### src/rtl/haraka_s_pkg.sv
// Shared definitions for the Haraka-S sponge: sponge controller states,
// permutation geometry and the Haraka-512 round-constant table.
// Round constants are selected outside the controller as rc[8*round_idx +: 8].
package haraka_s_pkg;

  localparam int NUM_ROUNDS = 5;
  localparam int RATE_BYTES = 32;
  localparam int ROUND_W    = 3;
  localparam int RC_WORDS   = 40;

  typedef enum logic [2:0] {
    ST_IDLE,
    ST_ABSORB,
    ST_PERM_A,
    ST_SQUEEZE,
    ST_PERM_S,
    ST_DONE
  } sponge_state_t;

  // Eight 128-bit constants per round, five rounds.
  localparam logic [127:0] HARAKA_RC [RC_WORDS] = '{
    128'h0684704ce620c00ab2c5fef075817b9d, 128'h8b66b4e188f3a06b640f6ba42f08f717,
    128'h3402de2d53f28498cf029d609f029114, 128'h0ed6eae62e7b4f08bbf3bcaffd5b4f79,
    128'hcbcfb0cb4872448b79eecd1cbe397044, 128'h7eeacdee6e9032b78d5335ed2b8a057b,
    128'h67c28f435e2e7cd0e2412761da4fef1b, 128'h2924d9b0afcacc07675ffde21fc70b3b,
    128'hab4d63f1e6867fe9ecdb8fcab9d465ee, 128'h1c30bf84d4b7cd645b2a404fad037e33,
    128'hb2cc0bb9941723bf69028b2e8df69800, 128'hfa0478a6de6f55724aaa9ec85c9d2d8a,
    128'hdfb49f2b6b772a120efa4f2e29129fd4, 128'h1ea10344f449a23632d611aebb6a12ee,
    128'haf0449884b0500845f9600c99ca8eca6, 128'h21025ed89d199c4f78a2c7e327e593ec,
    128'hbf3aaaf8a759c9b7b9282ecd82d40173, 128'h6260700d6186b01737f2efd910307d6b,
    128'h5aca45c22130044381c29153f6fc9ac6, 128'h9223973c226b68bb2caf92e836d1943a,
    128'hd3bf9238225886eb6cbab958e51071b4, 128'hdb863ce5aef0c677933dfddd24e1128d,
    128'hbb606268ffeba09c83e48de3cb2212b1, 128'h734bd3dce2e4d19c2db91a4ec72bf77d,
    128'h43bb47c361301b434b1415c42cb3924e, 128'hdba775a8e707eff603b231dd16eb6899,
    128'h6df3614b3c7559778e5e23027eca472c, 128'hcda75a17d6de7d776d1be5b9b88617f9,
    128'hec6b43f06ba8e9aa9d6c069da946ee5d, 128'hcb1e6950f957332ba25311593bf327c1,
    128'h2cee0c7500da619ce4ed0353600ed0d9, 128'hf0b1a5a196e90cab80bbbabc63a4a350,
    128'hae3db1025e962988ab0dde30938dca39, 128'h17bb8f38d554a40b8814f3a82e75b442,
    128'h34bb8a5b5f427fd7aeb6b779360a16f6, 128'h26f65241cbe5543843ce5918ffbaafde,
    128'h4ce99a54b9f3026aa2ca9cf7839ec978, 128'hae51a51a1bdff7be40c06e2822901235,
    128'ha0c1613cba7ed22bc173bc0f48a659cf, 128'h756acc03022882884ad6bdfde9c59da1
  };

endpackage

### src/rtl/haraka_round_seq.sv
// Round sequencer: after a start pulse, runs NUM_ROUNDS consecutive rounds.
// Latency: round 0 is issued the cycle after start; last_round flags the final one.
// No backpressure: once started the burst always completes (only reset aborts it).
module haraka_round_seq #(
  parameter int NUM_ROUNDS = 5,
  parameter int ROUND_W    = 3
) (
  input  logic               internal_clk,
  input  logic               reset,
  input  logic               start,
  output logic               round_en,
  output logic [ROUND_W-1:0] round_idx,
  output logic               last_round
);

  localparam logic [ROUND_W-1:0] LAST_IDX = ROUND_W'(NUM_ROUNDS - 1);

  logic               active_q;
  logic [ROUND_W-1:0] cnt_q;

  // Count rounds of the current burst; counter rests at zero when idle.
  always_ff @(posedge internal_clk or posedge reset) begin
    if (reset) begin
      active_q <= 1'b0;
      cnt_q    <= '0;
    end else if (start) begin
      active_q <= 1'b1;
      cnt_q    <= '0;
    end else if (active_q) begin
      if (cnt_q == LAST_IDX) begin
        active_q <= 1'b0;
        cnt_q    <= '0;
      end else begin
        cnt_q <= cnt_q + 1'b1;
      end
    end
  end

  assign round_en   = active_q;
  assign round_idx  = active_q ? cnt_q : '0;
  assign last_round = active_q && (cnt_q == LAST_IDX);

endmodule

### src/rtl/haraka_s_sponge_ctrl.sv
// Haraka-S sponge sequencer: absorb blocks, permute, squeeze digest_length bytes.
// Latency: block accepted at T -> rounds T+1..T+5 -> ready for next block at T+6.
// Backpressure: blk_ready only in ABSORB; out_valid/out_len held until out_ready.
module haraka_s_sponge_ctrl
  import haraka_s_pkg::*;
#(
  parameter int NUM_ROUNDS = haraka_s_pkg::NUM_ROUNDS,
  parameter int RATE_BYTES = haraka_s_pkg::RATE_BYTES,
  parameter int ROUND_W    = haraka_s_pkg::ROUND_W
) (
  input  logic               internal_clk,
  input  logic               reset,
  input  logic               start,
  input  logic [63:0]        digest_length,
  input  logic               blk_valid,
  input  logic               blk_last,
  output logic               blk_ready,
  output logic               state_clear,
  output logic               absorb_load,
  output logic               round_en,
  output logic [ROUND_W-1:0] round_idx,
  output logic               out_valid,
  input  logic               out_ready,
  output logic [5:0]         out_len,
  output logic               busy,
  output logic               done
);

  localparam int         REM_W    = $clog2(RATE_BYTES);
  localparam logic [5:0] FULL_LEN = 6'(RATE_BYTES);

  sponge_state_t     state_q, state_d;
  logic [63:0]       blocks_total_q;
  logic [63:0]       sq_cnt_q;
  logic [REM_W-1:0]  rem_q;
  logic              last_seen_q;
  logic              seq_start;
  logic              last_round;
  logic              final_block;

  haraka_round_seq #(
    .NUM_ROUNDS (NUM_ROUNDS),
    .ROUND_W    (ROUND_W)
  ) u_round_seq (
    .internal_clk (internal_clk),
    .reset        (reset),
    .start        (seq_start),
    .round_en     (round_en),
    .round_idx    (round_idx),
    .last_round   (last_round)
  );

  // State register.
  always_ff @(posedge internal_clk or posedge reset) begin
    if (reset) state_q <= ST_IDLE;
    else       state_q <= state_d;
  end

  // Next-state and per-cycle control strobes.
  always_comb begin
    state_d     = state_q;
    seq_start   = 1'b0;
    state_clear = 1'b0;
    absorb_load = 1'b0;
    blk_ready   = 1'b0;
    out_valid   = 1'b0;
    done        = 1'b0;
    unique case (state_q)
      ST_IDLE: begin
        if (start) begin
          state_clear = 1'b1;
          state_d     = ST_ABSORB;
        end
      end
      ST_ABSORB: begin
        blk_ready = 1'b1;
        if (blk_valid) begin
          absorb_load = 1'b1;
          seq_start   = 1'b1;
          state_d     = ST_PERM_A;
        end
      end
      ST_PERM_A: begin
        if (last_round) begin
          if (!last_seen_q)              state_d = ST_ABSORB;
          else if (blocks_total_q == '0) state_d = ST_DONE;
          else                           state_d = ST_SQUEEZE;
        end
      end
      ST_SQUEEZE: begin
        out_valid = 1'b1;
        if (out_ready) begin
          // The final squeezed block is not followed by a permutation.
          if (sq_cnt_q + 64'd1 == blocks_total_q) begin
            state_d = ST_DONE;
          end else begin
            seq_start = 1'b1;
            state_d   = ST_PERM_S;
          end
        end
      end
      ST_PERM_S: begin
        if (last_round) state_d = ST_SQUEEZE;
      end
      ST_DONE: begin
        done    = 1'b1;
        state_d = ST_IDLE;
      end
      default: state_d = ST_IDLE;
    endcase
  end

  // Hash parameters sampled at start, plus absorb/squeeze progress.
  always_ff @(posedge internal_clk or posedge reset) begin
    if (reset) begin
      blocks_total_q <= '0;
      sq_cnt_q       <= '0;
      rem_q          <= '0;
      last_seen_q    <= 1'b0;
    end else begin
      if (state_q == ST_IDLE && start) begin
        blocks_total_q <= (digest_length >> REM_W) + 64'(|digest_length[REM_W-1:0]);
        rem_q          <= digest_length[REM_W-1:0];
        sq_cnt_q       <= '0;
        last_seen_q    <= 1'b0;
      end
      if (absorb_load)            last_seen_q <= blk_last;
      if (out_valid && out_ready) sq_cnt_q    <= sq_cnt_q + 64'd1;
    end
  end

  // Only the last block of a digest that is not a whole number of rate blocks is short.
  assign final_block = (sq_cnt_q == blocks_total_q - 64'd1);
  assign out_len     = !out_valid                     ? 6'd0 :
                       (final_block && rem_q != '0)   ? 6'(rem_q) : FULL_LEN;
  assign busy        = (state_q != ST_IDLE);

endmodule
### config.mk
export PLATFORM = sky130hd
export DESIGN_NAME = haraka_s_sponge_ctrl
export DESIGN_NICKNAME = d
export VERILOG_FILES = /design/src/rtl/haraka_s_pkg.sv /design/src/rtl/haraka_round_seq.sv /design/src/rtl/haraka_s_sponge_ctrl.sv
export SDC_FILE = /design/constraint.sdc
export NUM_CORES = 1
export LEC_CHECK = 0
export BUFFER_PORTS_ARGS = -buffer_cell sky130_fd_sc_hd__buf_2
export CORE_ASPECT_RATIO = 1.5
export CORE_MARGIN = 3
export CORE_UTILIZATION = 30
export DETAILED_ROUTE_END_ITERATION = 6
export GPL_ROUTABILITY_DRIVEN = 0
export PLACE_DENSITY = 0.52
export SLEW_MARGIN = 40
export SYNTH_ARGS = -nofsm -noshare
export SYNTH_HDL_FRONTEND = slang
export SYNTH_SLANG_ARGS = --single-unit
### constraint.sdc
create_clock -name internal_clk -period 5.7 [get_ports internal_clk]
set_clock_uncertainty 0.05 [all_clocks]
set_input_delay 0.285 -clock internal_clk [delete_from_list [all_inputs] [get_ports internal_clk]]
set_output_delay 0.285 -clock internal_clk [all_outputs]
set_load 0.005 [all_outputs]
==> reports/qor.csv <==
metric,value,unit
Syn. warnings,0,
initial antenna violation count,0,
Syn Nets,1597,
Initial Util,0.305,
Levels on crit path,10,
CTS tree,yes,
fin cells,2053,
CTS H-tree lvls,4,
CP max stage delay,0.61,ns
CP Capture Point,out_len[3],
CP cell instances,"nor4_4, nand4_4, or4_1, a2111oi_2, o22ai_1, nor4_1, nand4_1, nor4_4, and3_1, buf_2",
worst endpoint required time,5.37,ns
"Clk Latency, worst-skew pair",0.45,ns
synthesized netlist cell count,1520,
ANT nets after route,0,
post-synthesis register bit count,137,
Vias/cell,5.77,
most frequent cells in the layout,"nand2_1, o21ai_0, dfrtp_1, nor2_1, xnor2_1",
Mapped Avg Cell Area,7.73,µm²
Nets,1623,
via count,11845,
Cell variety after synth,78,
number of flops mapped to enable cells by yosys,0,
Post-Route WL,43500,µm
hold crit path type,primary input to flop,
R2R Path Start,sq_cnt_q[2],
CTS Buf Count,17,
Clock Sinks,137,
crit start category,flop,
critical path type,flop to primary output,
flop-to-flop setup slack,1.28,ns
final worst path period need,4.76,ns
num rows,88,
count of final max-slew check failures,0,
layout cells sized above 1,0.113,
Post-route DRC,0,
Final Core Density,0.344,
Final TNS setup,0,ns
Setup-failing EPs final,0,
worst path bufs/invs,1,
Buffers on Ports,85,
final hold violations,0,
Pwr Total,5.04,mW
"commonest non-fill, non-tap cell in the layout",nand2_1,
fmax,210,MHz
pre-CTS setup slack,1.18,ns
core area,0.0385,mm²
FF-to-FF End,u_round_seq.round_en,
ys async rst share,1.00,
grt total ovfl,0,
Max-cap violations,0,
Pleak,5.04,nW
RSZ-0062 raised after global routing,false,
Die W,168,µm
Clock transition at path regs,0.06,ns
first drt pass iteration count,7,
Pwr Density,380,mW/mm²
worst setup margin,0.943,ns
GR Util All Layers,0.205,
Slew headroom,0.432,
worst slew pin tran,0.844,ns
status,completed,
crit path launch,blocks_total_q[7],
Chip Height,248,µm
FILL cells,4139,
DR WL/cell,21.2,µm
Final HPWL DP,34200,µm
"Seq/Total Area, Yosys",0.292,
number of global-route vias before repair,11348,
die footprint,0.0416,mm²
critical path's top delay family,simple AND/OR/NAND/NOR gates,
"Top FF cell, synth",dfrtp_1,
post-synthesis cell area,0.0118,mm²
Worst Path Arrival,4.42,ns
placed insts,2015,
reg2reg path depth,10,
Clock Tree Buf Depth,2,
Worst Setup End Kind,primary output,
area delta synth->final,12.6,%
antenna diode count,0,
Post-CTS Resized,0,
IO Pins,86,
Crit-path slowest cell,or4_1,
Post-CTS Repair Setup Buffers,0,
Clk Tree Root Cell,clkbuf_16,
VDD IR max,0.000232,V
Tcrit/Tclk final,0.835,
largest net degree at the start of global routing,104,
cell mode on critical path,nor4_4,
Worst Path Max Fanout,15,
first-pass GRT wire length,67200,µm
1st-iter DRT viols,1057,
report_power, final:
group	total, mW	internal (mW)	switching (mW)
Clock	1.11	0.674	0.440
Sequential	1.70	1.22	0.477
Combinational	2.22	0.861	1.36
logic make-up after synthesis:
kind of cell | count (synthesis) | synth area share
flops | 137 | 0.292
buf+inv | 135 | 0.0463
fa+ha+maj | 7 | 0.00745
mux | 18 | 0.0153
compound gates | 282 | 0.148
simple gates | 755 | 0.352
xor+xnor | 186 | 0.139
worst min-delay path by stage:
| stage | end | startpoint | cells after the start |
|---|---|---|---|
| finish | blocks_total_q[59] | digest_length[63] | 3 |
| global route | blocks_total_q[59] | digest_length[63] | 3 |
| CTS | blocks_total_q[59] | digest_length[63] | 3 |
| detailed placement | state_q[1] | reset | 2 |
| global placement | state_q[1] | reset | 2 |
| floorplan | rem_q[0] | digest_length[0] | 2 |
synth_stat cells (6+ instances only):
| library cell | instances | share of area |
|---|---|---|
| a22oi_1 | 6 | 0.0038 |
| or3_1 | 19 | 0.010 |
| nand4b_1 | 7 | 0.0052 |
| nand3_1 | 90 | 0.038 |
| a31oi_1 | 11 | 0.0059 |
| nand4_1 | 76 | 0.040 |
| o21ai_0 | 140 | 0.060 |
| mux2i_1 | 18 | 0.015 |
| a21oi_1 | 30 | 0.013 |
| dfrtp_1 | 137 | 0.29 |
| nor3_1 | 55 | 0.023 |
| nor2_1 | 110 | 0.035 |
| and3_1 | 42 | 0.022 |
| ha_1 | 7 | 0.0075 |
| o211ai_1 | 10 | 0.0064 |
| nor4_1 | 31 | 0.017 |
| clkbuf_1 | 75 | 0.024 |
| nor4b_1 | 7 | 0.0052 |
| and2_1 | 14 | 0.0075 |
| nand2b_1 | 12 | 0.0064 |
| xor2_1 | 78 | 0.058 |
| or4_1 | 25 | 0.016 |
| o31ai_1 | 27 | 0.017 |
| nor4_2 | 9 | 0.0096 |
| nand2_1 | 196 | 0.063 |
| xnor2_1 | 108 | 0.080 |
| o31a_1 | 6 | 0.0045 |
| and4_1 | 20 | 0.015 |
| buf_2 | 20 | 0.0085 |
| a211oi_1 | 6 | 0.0038 |
| inv_1 | 33 | 0.011 |
registers in the layout, indices dropped and copies added, names as in the netlist:
signal	count
last_seen_q	1
u_round_seq.cnt_q	3
rem_q	5
blocks_total_q	60
u_round_seq.round_en	1
state_q	3
sq_cnt_q	64
per-stage QoR:
stage          instance area, µm²  hold slack [ns]
2_1_floorplan               11800            0.340
3_3_place_gp                12500            0.351
3_5_place_dp                12600            0.356
4_1_cts                     13200           0.0202
5_1_grt                     13200           0.0584
6_report                    13200           0.0452
timing repair:
| item | in CTS | in global routing |
|---|---|---|
| hold buffers | 7 | 0 |
| hold endpoints to repair | 65 | 0 |
| endpoints found under the setup margin | 0 | 0 |
routing by layer:
metal,share of wire,GRT usage,up-vias
met5,0,0,-
met4,0.074,0.141,0
met3,0.059,0.0304,139
met2,0.48,0.341,524
met1,0.39,0.242,5594
li1,-,-,5588
worst register-to-register path, delay by kind of cell, from the launching register on:
| kind | cells | cell delay (ns) |
|---|---|---|
| AO/OA/AOI/OAI | 3 | 0.98 |
| flip-flops | 1 | 0.63 |
| XOR/XNOR | 1 | 0.12 |
| AND/OR/NAND/NOR | 5 | 2.27 |
| buffers and inverters | 1 | 0.26 |
final cells by class:
| class | instances | area (µm²) | area share |
|---|---|---|---|
| Multi-Input combinational cell | 1248 | 7840 | 0.592 |
| Inverter | 33 | 129 | 0.00973 |
| Clock buffer | 24 | 482 | 0.0364 |
| Clock inverter | 7 | 92.6 | 0.00699 |
| Sequential cell | 137 | 3430 | 0.259 |
| Timing Repair Buffer | 109 | 647 | 0.0489 |
| Tap cell | 495 | 619 | 0.0468 |
Note: power is estimated with default switching activity, not from simulation.
